[src/rtl/seq_detect_ctrl.sv]
// Serial 4-bit pattern detector fed by parallel words. Each word is loaded and then scanned MSB first, one bit per cycle.
// Matches are counted per session, and a sticky irq is raised when the match count reaches a programmable threshold.
module seq_detect_ctrl #(
  parameter int WORD_W = 8,
  parameter int CNT_W  = 8
) (
  input  logic              i_clk,
  input  logic              i_reset,
  input  logic              i_start,
  input  logic              i_stop,
  input  logic [3:0]        i_cfg_pattern,
  input  logic              i_cfg_overlap,
  input  logic [CNT_W-1:0]  i_cfg_thresh,
  input  logic [WORD_W-1:0] i_word_data,
  input  logic              i_word_valid,
  output logic              o_word_ready,
  output logic              o_busy,
  output logic              o_detect,
  output logic [CNT_W-1:0]  o_match_count,
  output logic              o_irq,
  input  logic              i_irq_clr
);

  localparam int BCW = $clog2(WORD_W);

  typedef enum logic [1:0] {S_IDLE, S_LOAD, S_SHIFT} state_t;

  typedef struct packed {
    logic [3:0]       pattern;
    logic             overlap;
    logic [CNT_W-1:0] thresh;
  } cfg_t;

  state_t            r_state, w_state_nxt;
  cfg_t              r_cfg;
  logic [WORD_W-1:0] r_shift;
  logic [BCW-1:0]    r_bitcnt;
  logic [2:0]        r_hist;
  logic [1:0]        r_fill;
  logic [CNT_W-1:0]  r_count;
  logic              r_detect;
  logic              r_irq;

  logic              w_ready, w_busy, w_cap, w_shift_en, w_sess_start;
  logic              w_bit, w_match, w_inc, w_irq_set;
  logic [CNT_W-1:0]  w_cnt_nxt;

  always_ff @(posedge i_clk or negedge i_reset) begin
    if (!i_reset) r_state <= S_IDLE;
    else          r_state <= w_state_nxt;
  end

  always_comb begin
    w_state_nxt  = r_state;
    w_ready      = 1'b0;
    w_busy       = 1'b1;
    w_cap        = 1'b0;
    w_shift_en   = 1'b0;
    w_sess_start = 1'b0;
    case (r_state)
      S_IDLE: begin
        w_busy = 1'b0;
        if (i_start) begin
          w_sess_start = 1'b1;
          w_state_nxt  = S_LOAD;
        end
      end
      S_LOAD: begin
        w_ready = 1'b1;
        // stop wins over a word offered in the same cycle
        if (i_stop) w_state_nxt = S_IDLE;
        else if (i_word_valid) begin
          w_cap       = 1'b1;
          w_state_nxt = S_SHIFT;
        end
      end
      S_SHIFT: begin
        w_shift_en = 1'b1;
        if (r_bitcnt == '0) w_state_nxt = S_LOAD;
      end
      default: w_state_nxt = S_IDLE;
    endcase
  end

  assign w_bit     = r_shift[WORD_W-1];
  assign w_match   = w_shift_en && (r_fill == 2'd3) && ({r_hist, w_bit} == r_cfg.pattern);
  assign w_cnt_nxt = r_count + CNT_W'(1);
  assign w_inc     = w_match && !(&r_count);
  // Raised only on the increment that lands on the threshold, not while the count sits at or above it
  assign w_irq_set = w_inc && (r_cfg.thresh != '0) && (w_cnt_nxt == r_cfg.thresh);

  always_ff @(posedge i_clk or negedge i_reset) begin
    if (!i_reset) begin
      r_cfg    <= '0;
      r_shift  <= '0;
      r_bitcnt <= '0;
      r_hist   <= '0;
      r_fill   <= '0;
      r_count  <= '0;
      r_detect <= 1'b0;
      r_irq    <= 1'b0;
    end else begin
      r_detect <= w_match;
      if (w_sess_start) begin
        r_cfg   <= '{pattern: i_cfg_pattern, overlap: i_cfg_overlap, thresh: i_cfg_thresh};
        r_count <= '0;
        r_hist  <= '0;
        r_fill  <= '0;
        r_irq   <= 1'b0;
      end else begin
        if (w_cap) begin
          r_shift  <= i_word_data;
          r_bitcnt <= BCW'(WORD_W - 1);
        end else if (w_shift_en) begin
          r_shift <= {r_shift[WORD_W-2:0], 1'b0};
          if (r_bitcnt != '0) r_bitcnt <= r_bitcnt - BCW'(1);
        end
        if (w_shift_en) begin
          // Non-overlapping mode: the bits of a match cannot contribute to the next match
          if (w_match && !r_cfg.overlap) begin
            r_hist <= '0;
            r_fill <= '0;
          end else begin
            r_hist <= {r_hist[1:0], w_bit};
            if (r_fill != 2'd3) r_fill <= r_fill + 2'd1;
          end
        end
        if (w_inc) r_count <= w_cnt_nxt;
        if (w_irq_set)      r_irq <= 1'b1;
        else if (i_irq_clr) r_irq <= 1'b0;
      end
    end
  end

  assign o_word_ready  = w_ready;
  assign o_busy        = w_busy;
  assign o_detect      = r_detect;
  assign o_match_count = r_count;
  assign o_irq         = r_irq;

endmodule

[config.mk]
export PLATFORM = sky130hd
export DESIGN_NAME = seq_detect_ctrl
export DESIGN_NICKNAME = d
export VERILOG_FILES = /design/src/rtl/seq_detect_ctrl.sv
export SDC_FILE = /design/constraint.sdc
export NUM_CORES = 1
export LEC_CHECK = 0
export BUFFER_PORTS_ARGS = -buffer_cell sky130_fd_sc_hd__buf_2
export CORE_UTILIZATION = 45
export CTS_CLUSTER_DIAMETER = 200
export DETAILED_ROUTE_END_ITERATION = 12
export PLACE_DENSITY = 0.68
export SLEW_MARGIN = 20
export SYNTH_ARGS = -nofsm -noshare
export SYNTH_HDL_FRONTEND = slang
export SYNTH_SLANG_ARGS = --single-unit
export TNS_END_PERCENT = 50
[constraint.sdc]
create_clock -name i_clk -period 2.1 [get_ports i_clk]
set_input_delay 0.42 -clock i_clk [delete_from_list [all_inputs] [get_ports i_clk]]
set_output_delay 0.42 -clock i_clk [all_outputs]
set_load 0.01 [all_outputs]
Word level (Yosys, flattened, before mapping):

Cells that the tools add are included.

* flip-flop bits (word level): 41
* latch bits: 0
* memory bits (writable): 0
* memory bits (read-only): 0
* input bits: 27
* output and inout bits: 12
* logic and storage cells: 77
* memories: 0

* add/sub/neg operators: 3
* multiply operators: 0
* div/mod/pow operators: 0
* $lt $le $gt $ge: 0
* eq/ne operators: 9
* shift operators: 0
* multiplexer cells: 30
* bitwise logic cells: 1
* reduce and logical (&&, ||, !) cells: 23

Operators with widths (count)
* 8-bit two-way mux: 4
* 3-bit two-way mux: 6
* 2-bit two-way mux: 8
* 1-bit two-way mux: 11
* 3-bit nonzero test: 3
* 8-bit by 1-bit adder with 8-bit output (second input constant): 1
* 8-bit == test: 1
* 8-bit AND reduction: 1
* 2-bit nonzero test: 4
* 8-bit nonzero test: 1
* 1-bit logical AND: 6
* 2-bit != test (second input constant): 3
* 2-bit one-hot mux with 3 select lines: 1
* 3-bit AND reduction: 2
* 2-bit == test (second input constant): 2
* 4-bit == test: 1
* 2-bit AND reduction: 2
* 3-bit logical NOT: 1
* 3-bit != test (second input constant): 1
* 3-bit by 1-bit subtractor with 3-bit output (second input constant): 1
* 2-bit by 1-bit adder with 2-bit output (second input constant): 1
* 2-bit by 1-bit == test with 1-bit output (second input constant): 1
* 1-bit logical NOT: 2
* 2-bit logical NOT: 1
* 1-bit NOT: 1

Depth between registers and ports, before layout:

Gate-level depths: netlist (run 1).

* depth after elaboration: 9
* gate-level depth with buffers: 7
* depth with buffers taken out: 6

Least setup slack after synthesis (run 1):

OpenSTA, ideal clock, no wires.

* kind: reg-to-reg
* from: register r_count[0], in the netlist o_match_count[0]
* to: register r_irq, in the netlist o_irq
* setup time: 0.066 ns
* data arrival time: 1.582 ns
* data required time: 2.034 ns
* slack: 0.452 ns
* stages on the path, launching flop included: 7
* path buffers: 0
* period minus slack after synthesis: 1.648 ns
* path through: dfrtp_1 -> ha_1 -> nand3_1 -> xor2_1 -> xnor2_1 -> nor4_1 -> a31o_1

* longest elaborated chain between the ends: 7
* elaborated cells on any way between the ends: 10
* classes of those cells: add/sub (1); eq/ne (1); mux (2); reduce/logical (6)

Ends and longest elaborated chain
* from (decl): line 40 `logic [CNT_W-1:0] r_count;`
* from (signal assigned): line 128 `if (w_inc) r_count <= w_cnt_nxt;`
* parallel branches: the longest is 4 deep, another holds 8-bit by 1-bit adder with 8-bit output
* 1-bit logical AND *: line 90 `assign w_irq_set = w_inc && (r_cfg.thresh != '0) && (w_cnt_nxt == r_cfg.thresh);`
* 1-bit two-way mux: line 129 `if (w_irq_set) r_irq <= 1'b1;`
* 1-bit two-way mux: line 104 `if (w_sess_start) begin`
* to (signal assigned): line 109 `r_irq <= 1'b0;`
* to (signal assigned): line 129
* to (signal assigned): line 130 `else if (i_irq_clr) r_irq <= 1'b0;`
* to (decl): line 42 `logic r_irq;`

Mark *: on every way between the ends.
A chain may end at the register's enable or synchronous reset.

Final worst setup path (run 1):

* from: register r_state[0]
* to: register r_count[5], in the netlist o_match_count[5]

* longest elaborated chain between the ends: 6
* elaborated cells on any way between the ends: 9
* classes of those cells: eq/ne (1); mux (3); reduce/logical (5)

Ends and longest elaborated chain
* from (decl): line 34 `state_t r_state, w_state_nxt;`
* from (signal assigned): line 50 `else r_state <= w_state_nxt;`
* 2-bit == test: line 60 `case (r_state)`
* 1-bit two-way mux: line 60
* 1-bit logical AND (2 in series): line 86 `assign w_match = w_shift_en && (r_fill == 2'd3) && ({r_hist, w_bit} == r_cfg.pattern);`
* 1-bit logical AND: line 88 `assign w_inc = w_match && !(&r_count);`
* 2-bit nonzero test (no line)

Several ways; a longest one is shown, not always the timed one.

==> run summary, run 1 <==
* 5010 µm² — die footprint
* 5 — r2r worst-path depth
* o_match_count[5] — endpoint of the lowest-slack register-to-register path
* 2310 µm — WL met1
* 41 — clock sinks
* 0 — final setup fails
* done — clock tree from TritonCTS
* 84.7% — final clock period utilization by the worst path
* 309 — NumNets Final
* r_state[0] — start of the worst register-to-register path
* 562 MHz — Achievable Freq
* sky130_fd_sc_hd__clkbuf_8 — clock root buffer master
* 0.514 ns — worst-margin pin slew
* 6 — drt pass-1 iters
* 416 — Filler cells
* 1970 µm — routed wl met2
* 0 — Hold Violations, Final
* 20.1% — Total GRT Usage
* 18.1% — area overhead of the layout relative to synthesis
* 9.02 µm² — average cell area after synthesis
* flop — type of origin of the critical path
* 1220 nW/µm² — ratio of total power to cell area
* 47.9% — starting utilization of the core area
* 0 — Yosys warning total
* 2 — Max clock buf depth
* no — RSZ-0062 raised after global routing
* 0.170 ns — Final Hold Slack
* 0.32 ns — reg2reg setup slack
* 0.892 — GP Congestion
* 2.30 ns — Critical Path RT
* 267 — Post-Synthesis Net Count
* 0 — total setup buffers inserted after CTS
* 42 — largest net degree at the start of global routing
* 2130 µm² — post-synthesis instance area
* 41 — number of flip-flops and latches in the synthesized netlist
* 39 — number of top-level pins
* 1.29 nW — total leakage power
* 117 — initial detailed-routing violation count
* 154 µm — metal3 WL
* flop — CP endpoint kind
* 70.8 µm — die span in x
* 0 — max-cap violation count
* 13.6 µm — Wirelength per Cell
* 0 — final slew viol count
* 0 — cells resized by post-CTS repair
* sky130_fd_sc_hd__nand2_1 — most frequent standard cell in the layout excluding fill and tap cells
* sky130_fd_sc_hd__nand2_1 (67), sky130_fd_sc_hd__dfrtp_1 (41), sky130_fd_sc_hd__buf_2 (38) — commonest cells after routing, fill and taps aside
* 0 — EDFF count, synth
* nand2b_4 -> nor3_4 -> nand3_2 -> mux2_1 -> a21o_1 — cell breakdown of the critical path
* 0 — total congestion overflow
* in2async — class of the most critical hold timing path
* 236 — synthesized instance count
* reg2reg — type of the worst setup path
* 48.2% — share of the yosys chip area belonging to registers
* 0.30 ns — later-pin clock latency in the skew report
* 0 — hold bufs inserted after CTS
* 1,755 — detailed-route via count
* 42 — number of distinct standard cells referenced by the synthesized netlist
* 0.00527 ns — Fin Clk Skew
* 1.78 ns — Final Critical Period
* 4440 µm² — total core area
* 21.9% — share of post-route cells with drive strength above 1
* 5 — TritonCTS Buffers
* sky130_fd_sc_hd__dfrtp_1 — Most used DFF post-synth
* 0 ns — summed negative setup slack over all endpoints
* 70.8 µm — die height
* 4520 µm — routed wire length
* 0.45 ns — critical path's largest stage delay
* 0 — Ant. Diodes
* 0 — drc violations
* 0 — Routed Antenna Nets
* 0 — initial antenna violation count
* 0.08 ns — Worst-path clk slew
* 7680 µm — first-pass GRT wire length
* finished, final reports clean — run status
* met4 — Top Layer Used
* sky130_fd_sc_hd__dfrtp_1 — slowest library cell on the worst path
* 24 — num rows
* 2 — H-Tree Level Count
* 3220 µm — HPWL after detailed placement
* 2510 µm² — area of all placed cells without fillers
* 14 — maximum fanout along the worst path
* 2390 µm² — area after detailed placement
* 100% — fraction of synthesis flops using an asynchronous set or reset pin
* 5.30 — post-DR vias/cell
* 65.7% — Max transition margin
* 38 — input/output buffers
* 0.493 mV — IR drop worst, VDD
* 1.98 ns — CP arrival
* 1,617 — via count of the first global-routing pass
## worst max path at each step
stage / from / end / cells after the start
global route: r_fill[0] / o_match_count[5] / 6
finish: r_state[0] / o_match_count[5] / 5
floorplan: o_match_count[0] / o_irq / 6
CTS: r_state[0] / o_match_count[5] / 5
detailed placement: r_state[0] / o_match_count[5] / 5
global placement: r_state[0] / o_match_count[5] / 5
## cells in the mapped netlist, types with 2 or more instances
library cell | number | area share [%]
sky130_fd_sc_hd__a31oi_1 | 7 | 2.1
sky130_fd_sc_hd__nor2b_1 | 2 | 0.59
sky130_fd_sc_hd__o211ai_1 | 2 | 0.70
sky130_fd_sc_hd__nor3b_1 | 2 | 0.70
sky130_fd_sc_hd__xor2_1 | 9 | 3.7
sky130_fd_sc_hd__clkbuf_1 | 6 | 1.1
sky130_fd_sc_hd__nor3_1 | 3 | 0.70
sky130_fd_sc_hd__buf_2 | 4 | 0.94
sky130_fd_sc_hd__and3_1 | 3 | 0.88
sky130_fd_sc_hd__xnor2_1 | 9 | 3.7
sky130_fd_sc_hd__o21ai_0 | 12 | 2.8
sky130_fd_sc_hd__a21oi_1 | 4 | 0.94
sky130_fd_sc_hd__nand2_1 | 67 | 12
sky130_fd_sc_hd__nor4_1 | 2 | 0.59
sky130_fd_sc_hd__dfrtp_1 | 41 | 48
sky130_fd_sc_hd__mux2i_1 | 2 | 0.94
sky130_fd_sc_hd__nand3_1 | 13 | 3.1
sky130_fd_sc_hd__nor2_1 | 11 | 1.9
sky130_fd_sc_hd__ha_1 | 4 | 2.4
sky130_fd_sc_hd__inv_1 | 9 | 1.6
sky130_fd_sc_hd__a21o_1 | 3 | 1.1
## layer usage
| layer | up-vias | GRT usage (%) |
|---|---|---|
| met4 | 0 | 9.33 |
| li1 | 878 | - |
| met1 | 836 | 28.9 |
| met2 | 32 | 28.0 |
| met3 | 9 | 5.56 |
| met5 | - | 0 |
## layout make-up
| cell class | count | area (µm²) | share of cell area, % |
|---|---|---|---|
| multi-input cells | 176 | 1030 | 40.8 |
| clock inverters | 2 | 37.5 | 1.49 |
| well taps | 52 | 65.1 | 2.59 |
| clock buffers | 6 | 82.6 | 3.28 |
| repair buffers | 45 | 243 | 9.65 |
| inverters | 9 | 33.8 | 1.34 |
| flip-flops and latches | 41 | 1030 | 40.8 |
## where the power goes
group	internal, W	leakage (nW)	total, W	switching (W)
Combinational	0.000462	0.708	0.00105	0.000591
Sequential	0.00107	0.522	0.00133	0.000262
Clock	0.000387	0.0574	0.000673	0.000287
## worst max-delay path, delay by kind of cell, from the launching register on
family           cells  cell delay [ns]
flip-flops           1             0.45
AO/OA/AOI/OAI        1             0.17
AND/OR/NAND/NOR      3             0.68
multiplexers         1             0.37
## through the flow
stage | power, W | util [%] | instances | setup WS, ns
6_report | 0.00306 | 56.6 | 331 | 0.322
3_5_place_dp | 0.00239 | 53.9 | 323 | 0.326
3_3_place_gp | 0.00235 | 53.9 | 323 | 0.368
5_1_grt | 0.00331 | 56.6 | 331 | 0.167
2_1_floorplan | 0.00208 | - | 236 | 0.452
4_1_cts | 0.00308 | 56.6 | 331 | 0.318
## sequential cells by signal, indices dropped and copies added, names as in the netlist
| register | cells |
|---|---|
| r_cfg | 13 |
| o_match_count | 8 |
| r_shift | 8 |
| r_bitcnt | 3 |
| r_hist | 3 |
| r_fill | 2 |
| r_state | 2 |
| o_detect | 1 |
| o_irq | 1 |
## logic make-up after synthesis
group / count (synthesis) / share of synthesized area (%)
DFF: 41 / 48.2
xor gates and xnor gates: 18 / 7.40
adders and majority gates: 4 / 2.35
and+or+nand+nor: 115 / 26.0
muxes: 4 / 2.00
buffers and inverters: 19 / 3.58
AOI/OAI and AO/OA: 35 / 10.5
Note: power is estimated with default switching activity, not from simulation.
==> run 2, diff against run 1 <==
ABC_AREA = 1   (was default)
clock period = 1.9 ns   (was 2.1 ns; I/O delays follow)
==> run summary, run 2 <==
* finished, final reports clean — run status
* 100% — fraction of synthesis flops using an asynchronous set or reset pin
* 47.0% — Yosys top cell area share
* 7 — r2r worst-path depth
* 47.0% — share of the yosys chip area belonging to registers
* 1.84 ns — CP arrival
* 13 — flip-flop count of the largest register after layout
* 0% — post-synthesis mux area share
* 19.6% — share of post-route cells with drive strength above 1
* ha_1 -> nand2_1 -> nor2_1 -> nand2_1 -> nand4_2 -> nand2_1 -> o22ai_1 — cell breakdown of the critical path
* 0 — final slew viol count
* 25 — number of distinct standard cells referenced by the synthesized netlist
* 40.4% — Sw Share
* no — RSZ-0062 raised after global routing
* r_cfg — register bank with the most flops
* flop — type of origin of the critical path
* 0 — total congestion overflow
* 0 — Routed Antenna Nets
* 1.67 ns — Final Critical Period
* 17.6% — fraction of power consumed by the clock network
* 0.30 ns — later-pin clock latency in the skew report
* 0.23 ns — reg2reg setup slack
* 7530 µm — first-pass GRT wire length
* 39.4% — combinational power share
* 29.6% — area fraction in and, or, nand and nor cells after synthesis
* sky130_fd_sc_hd__clkbuf_8 — clock root buffer master
* 5130 µm² — die footprint
* in2async — class of the most critical hold timing path
* sky130_fd_sc_hd__nand2_1 — most used standard cell by instance count after synthesis
* 0 — max-cap violation count
* 24 — num rows
* 66.3% — Max transition margin
* 71.6 µm — die height
* 2440 µm² — area after detailed placement
* 434 — Filler cells
* 5 — drt pass-1 iters
* sky130_fd_sc_hd__dfrtp_1 — Most used DFF post-synth
* 943 µm² — area of the multi-input gates
* 56.1% — end-of-flow core utilization
* 4500 µm² — total core area
* 0 — hold bufs inserted after CTS
* 1260 nW/µm² — ratio of total power to cell area
* sky130_fd_sc_hd__nand2_1 — most frequent standard cell in the layout excluding fill and tap cells
* 287 — synthesized instance count
* 1,919 — detailed-route via count
* simple AND/OR/NAND/NOR gates — largest family of logic cells by synthesized area
* 7.60 µm² — average cell area after synthesis
* 41 — clock sinks
* 1030 µm² — total area of sequential cells
* 318 — Post-Synthesis Net Count
* 2 — Max clock buf depth
* 1.31 nW — total leakage power
* sky130_fd_sc_hd__dfrtp_1 — cell taking the most area after synthesis
* 5 — TritonCTS Buffers
* 0 — Hold Violations, Final
* sky130_fd_sc_hd__nand2_1 — Crit path top cell by count
* sky130_fd_sc_hd__dfrtp_1 (47%), sky130_fd_sc_hd__nand2_1 (16%), sky130_fd_sc_hd__inv_1 (7.2%) — main area contributors after synthesis
* 1,700 — via count of the first global-routing pass
* 38 — input/output buffers
* 39 — number of top-level pins
* 2180 µm² — post-synthesis instance area
* 23 — largest net degree at the start of global routing
* flop — CP endpoint kind
* 9 — maximum fanout along the worst path
* 15.8% — area overhead of the layout relative to synthesis
* 11.7 µm — Wirelength per Cell
* 43.0% — Reg power frac
* 133 — initial detailed-routing violation count
* 0 — Yosys warning total
* sky130_fd_sc_hd__nand2_1 (93), sky130_fd_sc_hd__inv_1 (42), sky130_fd_sc_hd__dfrtp_1 (41) — synth cell count leaders
* 384 — non-filler cells in the finished layout
* 597 MHz — Achievable Freq
* 11.4% — compound-cell area share of the yosys netlist
* 0% — XOR/XNOR share of the synthesized area
* 0.47 ns — critical path's largest stage delay
* 3370 µm — HPWL after detailed placement
* 0 — drc violations
* 2530 µm² — area of all placed cells without fillers
* 0.903 — GP Congestion
* 0.08 ns — Worst-path clk slew
* 2 — H-Tree Level Count
* 0.00128 W — P_sw
* 362 — NumNets Final
* 0.506 ns — worst-margin pin slew
* 0 — Ant. Diodes
* 0 ns — summed negative setup slack over all endpoints
* 48.4% — starting utilization of the core area
* 4510 µm — routed wire length
* sky130_fd_sc_hd__nand2_1 (93), sky130_fd_sc_hd__inv_1 (42), sky130_fd_sc_hd__dfrtp_1 (41) — commonest cells after routing, fill and taps aside
* 0 — cells resized by post-CTS repair
* 5.00 — post-DR vias/cell
* 2.07 ns — Critical Path RT
* 0.830 mV — IR drop worst, VDD
* 0.00551 ns — Fin Clk Skew
* 376 — placed insts
* 0 — final setup fails
* 88.1% — final clock period utilization by the worst path
* 41 — number of flip-flops and latches in the synthesized netlist
* 0 — total setup buffers inserted after CTS
* 0.00317 W — total chip power
* 0.00189 W — Power Internal
* 2.29% — area share of fa/ha/maj cells after synthesis
* sky130_fd_sc_hd__dfrtp_1 — slowest library cell on the worst path
* done — clock tree from TritonCTS
* 0 — initial antenna violation count
* reg2reg — type of the worst setup path
* 0 — EDFF count, synth
* 19.0% — Total GRT Usage
* 71.6 µm — die span in x
-- run 2: final timing paths --
kind,start,endpoint
min in group i_clk,i_cfg_overlap,r_cfg[8]
min reg2reg,r_fill[1],r_fill[1]
min,i_reset,r_cfg[7]
max in group asynchronous,i_reset,r_state[1]
max reg2reg,o_match_count[0],o_match_count[2]
max,o_match_count[0],o_match_count[2]
-- run 2: worst max-delay path: cells and delay by family (launching register included) --
family          cells  cell delay [ns]
compound gates      1             0.11
flops               1             0.47
simple gates        5             0.72
fa+ha+maj           1             0.25
-- run 2: metrics by stage --
stage               hold slack (ns)  worst slack, ns
finish                       0.0460            0.225
CTS                          0.0650            0.216
global route                 0.0860           0.0106
global placement              0.387            0.295
floorplan                    0.0844            0.418
detailed placement            0.392            0.217
-- run 2: logic make-up after synthesis --
family | Yosys count
and+or+nand+nor | 147
buffers and inverters | 51
AOI/OAI and AO/OA | 44
DFF | 41
adders and majority gates | 4
-- run 2: power groups by stage --
| stage | Clock [W] | Sequential [W] | Combinational [W] |
|---|---|---|---|
| final | 0.000560 | 0.00136 | 0.00125 |
| after detailed placement | 0 | 0.00138 | 0.00126 |
| after global routing | 0.000606 | 0.00140 | 0.00146 |
| after CTS | 0.000581 | 0.00136 | 0.00126 |
| after floorplan | 0 | 0.00134 | 0.000989 |
| after global placement | 0 | 0.00137 | 0.00124 |
-- run 2: area by class of cell --
| cell class | count | share of cell area [%] |
|---|---|---|
| sequential | 41 | 40.6 |
| tap | 52 | 2.58 |
| clock buffer | 6 | 2.87 |
| timing repair buffer | 41 | 8.92 |
| inverter | 47 | 7.28 |
| multi-input combinational | 195 | 37.3 |
| clock inverter | 2 | 0.396 |
-- run 2: per-layer routing --
| metal | track usage, % | vias to the layer above | part of all wire (%) |
|---|---|---|---|
| li1 | - | 1005 | - |
| met1 | 27.0 | 834 | 50 |
| met2 | 28.5 | 76 | 43 |
| met3 | 4.78 | 4 | 6.0 |
| met4 | 6.54 | 0 | 1.2 |
| met5 | 0 | - | 0 |
==> run 3, diff against run 2 <==
CORE_ASPECT_RATIO = 1.25   (was default)
==> run summary, run 3 (synthesized netlist as in run 2, its figures left out) <==
* hold timing — violations in the final reports
* 1.70 ns — Final Critical Period
* -0.00104 ns — Final Hold Slack
* 41 — clock sinks
* 4530 µm² — total core area
* 1,884 — via count of the first global-routing pass
* 0 — Routed Antenna Nets
* 364 — NumNets Final
* 0 — initial antenna violation count
* 89.2% — final clock period utilization by the worst path
* 85 — initial detailed-routing violation count
* 0 — final setup fails
* 1,911 — detailed-route via count
* 1.86 ns — CP arrival
* 0 — critical path buffer and inverter count
* 0.852 — GP Congestion
* 38 — input/output buffers
* 4 — drt pass-1 iters
* 0.00585 ns — Fin Clk Skew
* 0.606 mV — IR drop worst, VDD
* 72.2% — Max transition margin
* 0 — max-cap violation count
* no — RSZ-0062 raised after global routing
* 2450 µm² — area after detailed placement
* 2 — H-Tree Level Count
* 3550 µm — HPWL after detailed placement
* reg2reg — type of the worst setup path
* r_cfg — register bank with the most flops
* sky130_fd_sc_hd__nand2_1 (93), sky130_fd_sc_hd__inv_1 (42), sky130_fd_sc_hd__dfrtp_1 (41) — commonest cells after routing, fill and taps aside
* 13 — flip-flop count of the largest register after layout
* 48.2% — starting utilization of the core area
* 39 — number of top-level pins
* 590 MHz — Achievable Freq
* 1.31 nW — total leakage power
* 27 — num rows
* 4.88 — post-DR vias/cell
* 460 — Filler cells
* 56.0% — end-of-flow core utilization
* 0 — total congestion overflow
* 0 — total setup buffers inserted after CTS
* 1 — Hold Violations, Final
* 19 — largest net degree at the start of global routing
* 64.3 µm — die span in x
* done — clock tree from TritonCTS
* simple AND/OR/NAND/NOR gates — family of cells with the greatest summed delay on the critical path
* 384 — placed insts
* in2async — class of the most critical hold timing path
* 0.08 ns — Worst-path clk slew
* sky130_fd_sc_hd__nand2_1 — most frequent standard cell in the layout excluding fill and tap cells
* 7980 µm — first-pass GRT wire length
* 0.47 ns — critical path's largest stage delay
* 5 — TritonCTS Buffers
* 0.29 ns — later-pin clock latency in the skew report
* 0 — cells resized by post-CTS repair
* 2530 µm² — area of all placed cells without fillers
* 79.9 µm — die height
* flop — type of origin of the critical path
* ha_1 -> nand2_1 -> nor2_1 -> nand2_1 -> nand4_2 -> nand2_1 -> o21ai_0 — cell breakdown of the critical path
* 20.3% — Total GRT Usage
* 5130 µm² — die footprint
* 0.00316 W — total chip power
* 2.07 ns — Critical Path RT
* flop — CP endpoint kind
* sky130_fd_sc_hd__nand2_1 — Crit path top cell by count
* sky130_fd_sc_hd__dfrtp_1 — slowest library cell on the worst path
* finished, violations left — run status
* 9 — maximum fanout along the worst path
* 0 — Ant. Diodes
* 0.413 ns — worst-margin pin slew
* 0 — hold bufs inserted after CTS
* 11.6 µm — Wirelength per Cell
* 19.5% — share of post-route cells with drive strength above 1
* 392 — non-filler cells in the finished layout
* 2 — Max clock buf depth
* 1250 nW/µm² — ratio of total power to cell area
* 0 ns — summed negative setup slack over all endpoints
* sky130_fd_sc_hd__clkbuf_8 — clock root buffer master
* 0 — final slew viol count
* 16.1% — area overhead of the layout relative to synthesis
* 4540 µm — routed wire length
* 0 — drc violations
run 3: final timing paths:
kind | from | end | slack (ns) | depth (start not counted)
setup / recovery | o_match_count[0] | o_match_count[7] | 0.20 | 7
hold / removal | i_reset | r_cfg[0] | -0.001 | 1
setup reg to reg | o_match_count[0] | o_match_count[7] | 0.20 | 7
hold reg to reg | r_fill[1] | r_fill[1] | 0.48 | 2
max in group asynchronous | i_reset | o_irq | 1.38 | 2
min in group i_clk | i_cfg_thresh[0] | r_cfg[0] | 0.29 | 3
run 3: per-stage QoR:
stage,hold WS (ns),setup WS (ns)
floorplan,0.0844,0.418
global placement,0.328,0.281
detailed placement,0.325,0.206
CTS,0.00624,0.194
global route,0.0296,0.0217
finish,-0.00104,0.205
run 3: layout make-up:
class,count,area [µm²],area share (%)
Multi-Input combinational cell,195,943,37.2
Timing Repair Buffer,43,228,8.99
Clock buffer,8,80.1,3.16
Tap cell,58,72.6,2.86
Sequential cell,41,1030,40.5
Inverter,47,184,7.26
run 3: routing by layer:
| layer | up-vias | global-route usage [%] | part of all wire [%] |
|---|---|---|---|
| met5 | - | 0 | 0 |
| met4 | 0 | 7.33 | 1.3 |
| met3 | 7 | 4.86 | 3.9 |
| met2 | 39 | 37.7 | 52 |
| met1 | 855 | 22.1 | 43 |
| li1 | 1010 | - | - |
run 3: power breakdown:
part	internal [W]	switching, W
logic	0.000465	0.000792
clock network	0.000261	0.000282
registers	0.00118	0.000179
total	0.00191	0.00125
run 3: worst register-to-register path, stage by stage, from the launching register on:
cell	delay, ns
sky130_fd_sc_hd__dfrtp_1	0.47
sky130_fd_sc_hd__ha_1	0.25
sky130_fd_sc_hd__nand2_1	0.15
sky130_fd_sc_hd__nor2_1	0.06
sky130_fd_sc_hd__nand2_1	0.08
sky130_fd_sc_hd__nand4_2	0.18
sky130_fd_sc_hd__nand2_1	0.26
sky130_fd_sc_hd__o21ai_0	0.13
